===== config.mk =====
export PLATFORM = sky130hd
export DESIGN_NAME = week_tracker
export DESIGN_NICKNAME = d
export VERILOG_FILES = /design/src/rtl/week_tracker.sv
export SDC_FILE = /design/constraint.sdc
export NUM_CORES = 1
export LEC_CHECK = 0
export CAP_MARGIN = 20
export CORE_ASPECT_RATIO = 1.5
export CORE_UTILIZATION = 46
export CTS_CLUSTER_DIAMETER = 120
export DETAILED_ROUTE_END_ITERATION = 10
export GPL_TIMING_DRIVEN = 0
export HOLD_SLACK_MARGIN = 0.05
export PLACE_DENSITY_LB_ADDON = 0.15
export SLEW_MARGIN = 20
export SYNTH_ARGS = -nofsm -noshare
export SYNTH_HDL_FRONTEND = slang
export SYNTH_SLANG_ARGS = --single-unit
export TNS_END_PERCENT = 20

===== constraint.sdc =====
create_clock -name CLK -period 1.8 [get_ports CLK]
set_input_delay 0.36 -clock CLK [delete_from_list [all_inputs] [get_ports CLK]]
set_output_delay 0.36 -clock CLK [all_outputs]
set_load 0.02 [all_outputs]

===== src/rtl/week_tracker.sv =====
// Supervises a 0-6 counter: checks each sampled step, counts completed weeks
// while locked, drives a seven-segment digit and reports lock/fault status.
module week_tracker #(
  parameter int WEEK_W   = 8,
  parameter int RESYNC_N = 3
) (
  input  logic              CLK,
  input  logic              RST_N,
  input  logic              C,
  input  logic              B,
  input  logic              A,
  input  logic              CLR_ERR,
  output logic [6:0]        SEG,
  output logic [WEEK_W-1:0] WEEK,
  output logic              WEEK_TICK,
  output logic              LOCK,
  output logic              ERR
);

  typedef enum logic [1:0] {EMPTY, PRIMED, ACQ, TRACK} state_t;

  localparam logic [2:0]        RESYNC   = 3'(RESYNC_N);
  localparam logic [WEEK_W-1:0] WEEK_ONE = WEEK_W'(1);

  state_t     state;
  logic [2:0] s1;
  logic [2:0] s2;
  logic [2:0] g;
  logic [2:0] v;
  logic [2:0] succ;
  logic       legal;
  logic       wrap;
  logic       err_set;

  function automatic logic [6:0] decode(input logic [2:0] d);
    case (d)
      3'd0:    decode = 7'h3F;
      3'd1:    decode = 7'h06;
      3'd2:    decode = 7'h5B;
      3'd3:    decode = 7'h4F;
      3'd4:    decode = 7'h66;
      3'd5:    decode = 7'h6D;
      3'd6:    decode = 7'h7D;
      default: decode = 7'h40;
    endcase
  endfunction

  assign v = {C, B, A};

  // A step is legal only between in-range samples; a repeated value never is.
  always_comb begin
    succ    = (s2 == 3'd6) ? 3'd0 : s2 + 3'd1;
    legal   = (s1 != 3'd7) && (s2 != 3'd7) && (s1 == succ);
    wrap    = legal && (s2 == 3'd6) && (s1 == 3'd0);
    err_set = ((state == ACQ) && (s1 == 3'd7)) || ((state == TRACK) && !legal);
  end

  always_ff @(posedge CLK or negedge RST_N) begin
    if (!RST_N) begin
      s1        <= 3'd0;
      s2        <= 3'd0;
      state     <= EMPTY;
      g         <= 3'd0;
      SEG       <= 7'h00;
      WEEK      <= '0;
      WEEK_TICK <= 1'b0;
      LOCK      <= 1'b0;
      ERR       <= 1'b0;
    end else begin
      s1        <= v;
      s2        <= s1;
      WEEK_TICK <= 1'b0;
      // A new fault outranks a clear arriving on the same edge.
      ERR       <= err_set | (ERR & ~CLR_ERR);
      case (state)
        EMPTY: begin
          SEG   <= 7'h00;
          state <= PRIMED;
        end
        PRIMED: begin
          SEG   <= 7'h00;
          g     <= 3'd0;
          state <= ACQ;
        end
        ACQ: begin
          SEG <= decode(s1);
          if (legal) begin
            if (g + 3'd1 == RESYNC) begin
              g     <= 3'd0;
              state <= TRACK;
              LOCK  <= 1'b1;
            end else begin
              g <= g + 3'd1;
            end
          end else begin
            g <= 3'd0;
          end
        end
        TRACK: begin
          SEG <= decode(s1);
          if (legal) begin
            if (wrap) begin
              WEEK      <= WEEK + WEEK_ONE;
              WEEK_TICK <= 1'b1;
            end
          end else begin
            g     <= 3'd0;
            state <= ACQ;
            LOCK  <= 1'b0;
          end
        end
        default: state <= EMPTY;
      endcase
    end
  end

endmodule


# Word-level counts from Yosys, hierarchy flattened
# Index checks and enable logic that the tools add are counted.
dict set report word_totals {
  ff_bits 29
  out_inout_bits 18
  elab_cells 69
}
dict set report classes {
  add_sub_neg 3
  n_eq_ne 18
  muxes 18
  bitwise_logic 3
  reduce_logical 18
}
# operator count
set op_table {}
lappend op_table {{7-bit case mux with 7 select lines} 1}
lappend op_table {{3-bit == test, second input constant} 5}
lappend op_table {{7-bit case mux with 2 select lines} 1}
lappend op_table {{3-bit two-way mux} 4}
lappend op_table {{3-bit by 2-bit == test with 1-bit output, second input constant} 3}
lappend op_table {{3-bit case mux with 3 select lines} 1}
lappend op_table {{8-bit by 1-bit adder with 8-bit output, second input constant} 1}
lappend op_table {{2-bit case mux with 4 select lines} 1}
lappend op_table {{3-bit by 1-bit adder with 3-bit output, second input constant} 2}
lappend op_table {{1-bit logical AND} 6}
lappend op_table {{1-bit two-way mux} 6}
lappend op_table {{2-bit two-way mux} 3}
lappend op_table {{3-bit inequality test, second input constant} 2}
lappend op_table {{3-bit AND reduction} 2}
lappend op_table {{2-bit == test, second input constant} 2}
lappend op_table {{2-bit inequality test, second input constant} 2}
lappend op_table {{4-bit AND reduction} 1}
lappend op_table {{2-bit OR reduction} 2}
lappend op_table {{3-bit by 1-bit == test with 1-bit output, second input constant} 1}
lappend op_table {{3-bit == test} 1}
lappend op_table {{3-bit logical NOT} 1}
lappend op_table {{3-bit nonzero test} 1}
lappend op_table {{2-bit by 1-bit == test with 1-bit output, second input constant} 1}
lappend op_table {{2-bit logical NOT} 1}
lappend op_table {{other kinds (9)} 9}

# Depth between registers and ports, before layout
dict set report depth {
  depth_word 9
  ltp_mapped 7
}

# Worst setup path after synthesis
# Ideal clock, no wire load.
dict set report synth_path {
  kind {flip-flop to flip-flop}
  startpoint {register s2[1]}
  endpoint {register WEEK[1]}
  t_arrival_ps 1579
  path_slack_ps 93
  path_stages_with_launch 6
  n_path_buf 0
  synth_period_minus_slack_ps 1707
  cell_sequence {dfrtp_1 > and2_1 > ha_1 > nand2b_1 > nor4_2 > mux2_1}
}
dict set report synth_between {
  elab_chain_cells 7
  elab_cells_between_ends 10
  classes_between {add/sub (1); eq/ne (3); mux (1); reduce/logical (5)}
}
# element line
set synth_rtl {}
lappend synth_rtl {{from (decl)} 27} ;# logic [2:0] s2;
lappend synth_rtl {{from (signal assigned)} 61} ;# s2 <= 3'd0;
lappend synth_rtl {{from (signal assigned)} 71} ;# s2 <= s1;
lappend synth_rtl {{3-bit by 1-bit adder with 3-bit output or 3-bit == test (tied branches)} {52, 54}}
lappend synth_rtl {{3-bit two-way mux} 52} ;# succ = (s2 == 3'd6) ? 3'd0 : s2 + 3'd1;
lappend synth_rtl {{3-bit == test} 53} ;# legal = (s1 != 3'd7) && (s2 != 3'd7) && (s1 == succ);
lappend synth_rtl {{1-bit logical AND} 53}
lappend synth_rtl {{1-bit logical AND (2 in a row)} 54} ;# wrap = legal && (s2 == 3'd6) && (s1 == 3'd0);
lappend synth_rtl {{3-bit AND reduction (no line) *} --}
lappend synth_rtl {{to (signal assigned)} 103} ;# WEEK <= WEEK + WEEK_ONE;
lappend synth_rtl {{to (decl)} 14} ;# output logic [WEEK_W-1:0] WEEK,
# Mark *: on every way between the ends. The rest lies on a longest branch, timed or not.
# A chain may end at the register's enable or synchronous reset.

# Worst setup path after layout
dict set report layout_path {
  startpoint {register WEEK[2]}
  endpoint {output port WEEK[2]}
}
# No word-level cell between the ends.

==> run summary <==
Status - finished clean
Synth Area per Inst - 10.8 um2
Static Leak - 0.000810 uW
Net Count, Synth - 133
Post-DP HPWL - 1830 um
CP cell instances - clkdlybuf4s50_1
Final setup violating endpoints - 0
Via count - 1006
CP max FO - 5
Vias in the first global route - 1015
Maxcap violations - 0
Routability Congestion - 0.847
First-pass GRT wire length - 4280 um
Startpoint type of the worst setup path - flip-flop
Worst rel slew slack - 59.2%
Fin cells - 191
CP endpoint kind - primary output
Worst hold margin - 70.8 ps
Vias/cell - 5.27
Core area - 2710 um2
CP required - 1440 ps
H-Tree Level Count - 1
Clock sinks - 28
# rows - 23
Simple-Gate Fraction of Synth Area - 20.0%
HP Class - primary input to asynchronous set/reset pin
IO Pins - 24
#FFs+latches synth - 28
Slowest cell on the critical path - clkdlybuf4s50_1
Detailed Route Iter0 Violations - 23
Initial Utilization - 49.3%
Gr ovfl total - 0
Initial antenna violation count - 0
Compound-gate portion of the synthesized area - 11.9%
IO buf count - 23
Xor/xnor share of the synthesized area - 6.57%
Final net count - 165
Final WL - 2530 um
Largest stage delay, worst path - 630 ps
Tot GR Track Use - 19.3%
Period utilisation layout - 95.7%
CP Class - flip-flop to primary output
Kind of cell adding the most delay to the critical path - buffers and inverters
Post-synthesis adder-cell area fraction - 3.75%
Antenna viol nets, final - 0
Critical path buffers and inverters - 1
Post-synthesis mux area share - 0.844%
Dpl cells - 183
Ys Warns - 0
Pin count of the biggest net entering global routing - 29
Die height - 68.0 um
Power per standard cell area - 789 nW/um2
Area growth, synth to finish - 31.1%
Pre-antenna DRT Iters - 4
Worst-margin pin slew - 612 ps
TritonCTS clock tree - yes
Maximum clock insertion buffer count - 2
Peak VDD IR - 0.000639 V
Clk root buf - clkbuf_8
Library cells used by synthesis - 40
Mapped Area - 1330 um2
Hold Fails Final Rpt - 0
Die Wd - 46.0 um
Clk_skew - 8.78 ps
Worst-path clk slew - 100 ps
Largest family of logic cells by synthesized area - simple AND/OR/NAND/NOR gates
Final slew viol count - 0
Post-synthesis cell count - 123
Fmax - 580 MHz
Worst skew pair latency - 290 ps
Drt drc - 0
RSZ-0062 raised after global routing - true
DIE AREA - 3120 um2
Share of cells above drive strength 1 - 14.9%
TritonCTS Buffers - 3
WL per Instance - 13.3 um
CP arrival - 1360 ps
Post-synthesis sequential area ratio - 52.5%
ANT cells - 0
Final min period - 1720 ps
worst paths after layout:
kind | end | slack (ps) | cells past startpoint | from
hold / removal | WEEK_TICK | 70 | 1 | RST_N
min in group CLK | s2[0] | 380 | 0 | s1[0]
hold reg to reg | s2[0] | 380 | 0 | s1[0]
max in group asynchronous | WEEK[7] | 1320 | 1 | RST_N
setup / recovery | WEEK[2] | 80 | 1 | WEEK[2]
setup reg to reg | WEEK[3] | 110 | 7 | s2[1]
cells in the mapped netlist (all sizes together):
cell	n	area share [%]
a21o	1	0.56
and3	1	0.47
buf	4	2.2
a211oi	1	0.56
dfrtp	28	53
a21oi	7	2.6
nor2	11	3.1
and2	2	0.94
inv	5	1.4
nor3	1	0.37
a22o	2	1.3
nor2b	2	0.94
ha	4	3.8
o21ai	8	3.0
and3b	1	0.66
nand3b	1	0.84
nand4	4	2.3
a2111oi	1	0.66
a221oi	1	1.1
a32o	1	0.75
nand4bb	1	0.84
mux2	1	0.84
clkbuf	2	0.56
nand2	13	3.7
a32oi	1	0.66
nor4b	1	0.66
o31a	1	0.66
xor2	4	2.6
nand2b	2	1.5
xnor2	6	3.9
or2	1	0.66
clkinv	1	0.28
nor4	3	3.0
what timing repair did:
item                       CTS  global route
buffers inserted             3             1
hold buffers                 0             0
gates resized for setup      3             4
pin swaps                    3             2
setup endpoints to repair    4            11
state kept, by name, summed over array words and instances, names as in the netlist:
name / flops
s2: 3
WEEK: 8
LOCK: 1
g: 3
WEEK_TICK: 1
ERR: 1
SEG: 6
s1: 3
state: 2
per-stage QoR:
stage | area, um2 | setup TNS, ps | setup WS [ps] | total power (uW) | util (%)
final | 1750 | 0 | 77.2 | 1380 | 64.6
after floorplan | 1330 | 0 | 93.2 | 793 | -
after global routing | 1750 | -24.0 | -21.1 | 1430 | 64.6
after CTS | 1710 | 0 | 4.60 | 1380 | 63.2
after detailed placement | 1610 | -143 | -64.5 | 882 | 59.3
after global placement | 1610 | -505 | -29.3 | 875 | 59.5
metal layers:
layer  vias to the layer above  part of all wire (%)  GRT usage (%)
met5                         -                     0              0
met3                         7                   3.6           2.64
met2                        25                    58           36.4
met4                         0                   2.6           11.4
met1                       487                    36           18.7
li1                        487                     -              -
final cells by class:
class / count / area [um2]
plain buffers: 6 / 36.3
clock buffers: 3 / 41.3
clock inverters: 1 / 30.0
fillers: 247 / 957
inverters: 6 / 22.5
multi-input cells: 83 / 616
flip-flops and latches: 28 / 701
well taps: 37 / 46.3
repair buffers: 27 / 255
cells by family (layout without fill, tap and decap cells):
| family | Yosys count | count (layout) |
|---|---|---|
| AOI/OAI and AO/OA | 24 | 24 |
| xor gates and xnor gates | 10 | 10 |
| adders and majority gates | 4 | 4 |
| buffers and inverters | 12 | 43 |
| DFF | 28 | 28 |
| muxes | 1 | 1 |
| and+or+nand+nor | 44 | 44 |
report_power, final:
part | total [uW] | internal [uW] | switching, uW | leakage (uW)
logic | 201 | 94.3 | 107 | 0.000421
registers | 678 | 659 | 18.5 | 0.000353
clock network | 499 | 298 | 201 | 0.0000357
total | 1380 | 1050 | 327 | 0.000810
cells in the final DEF, fill, tap and decap left out, types with 4 or more instances in the layout:
master           instances
inv_1                    5
o21ai_1                  6
xnor2_1                  6
clkdlybuf4s50_1         22
nor2_1                  10
buf_4                    5
dfrtp_1                 28
nand2_1                 13
a21oi_1                  7
xor2_1                   4
Note: power is estimated with default switching activity, not from simulation.
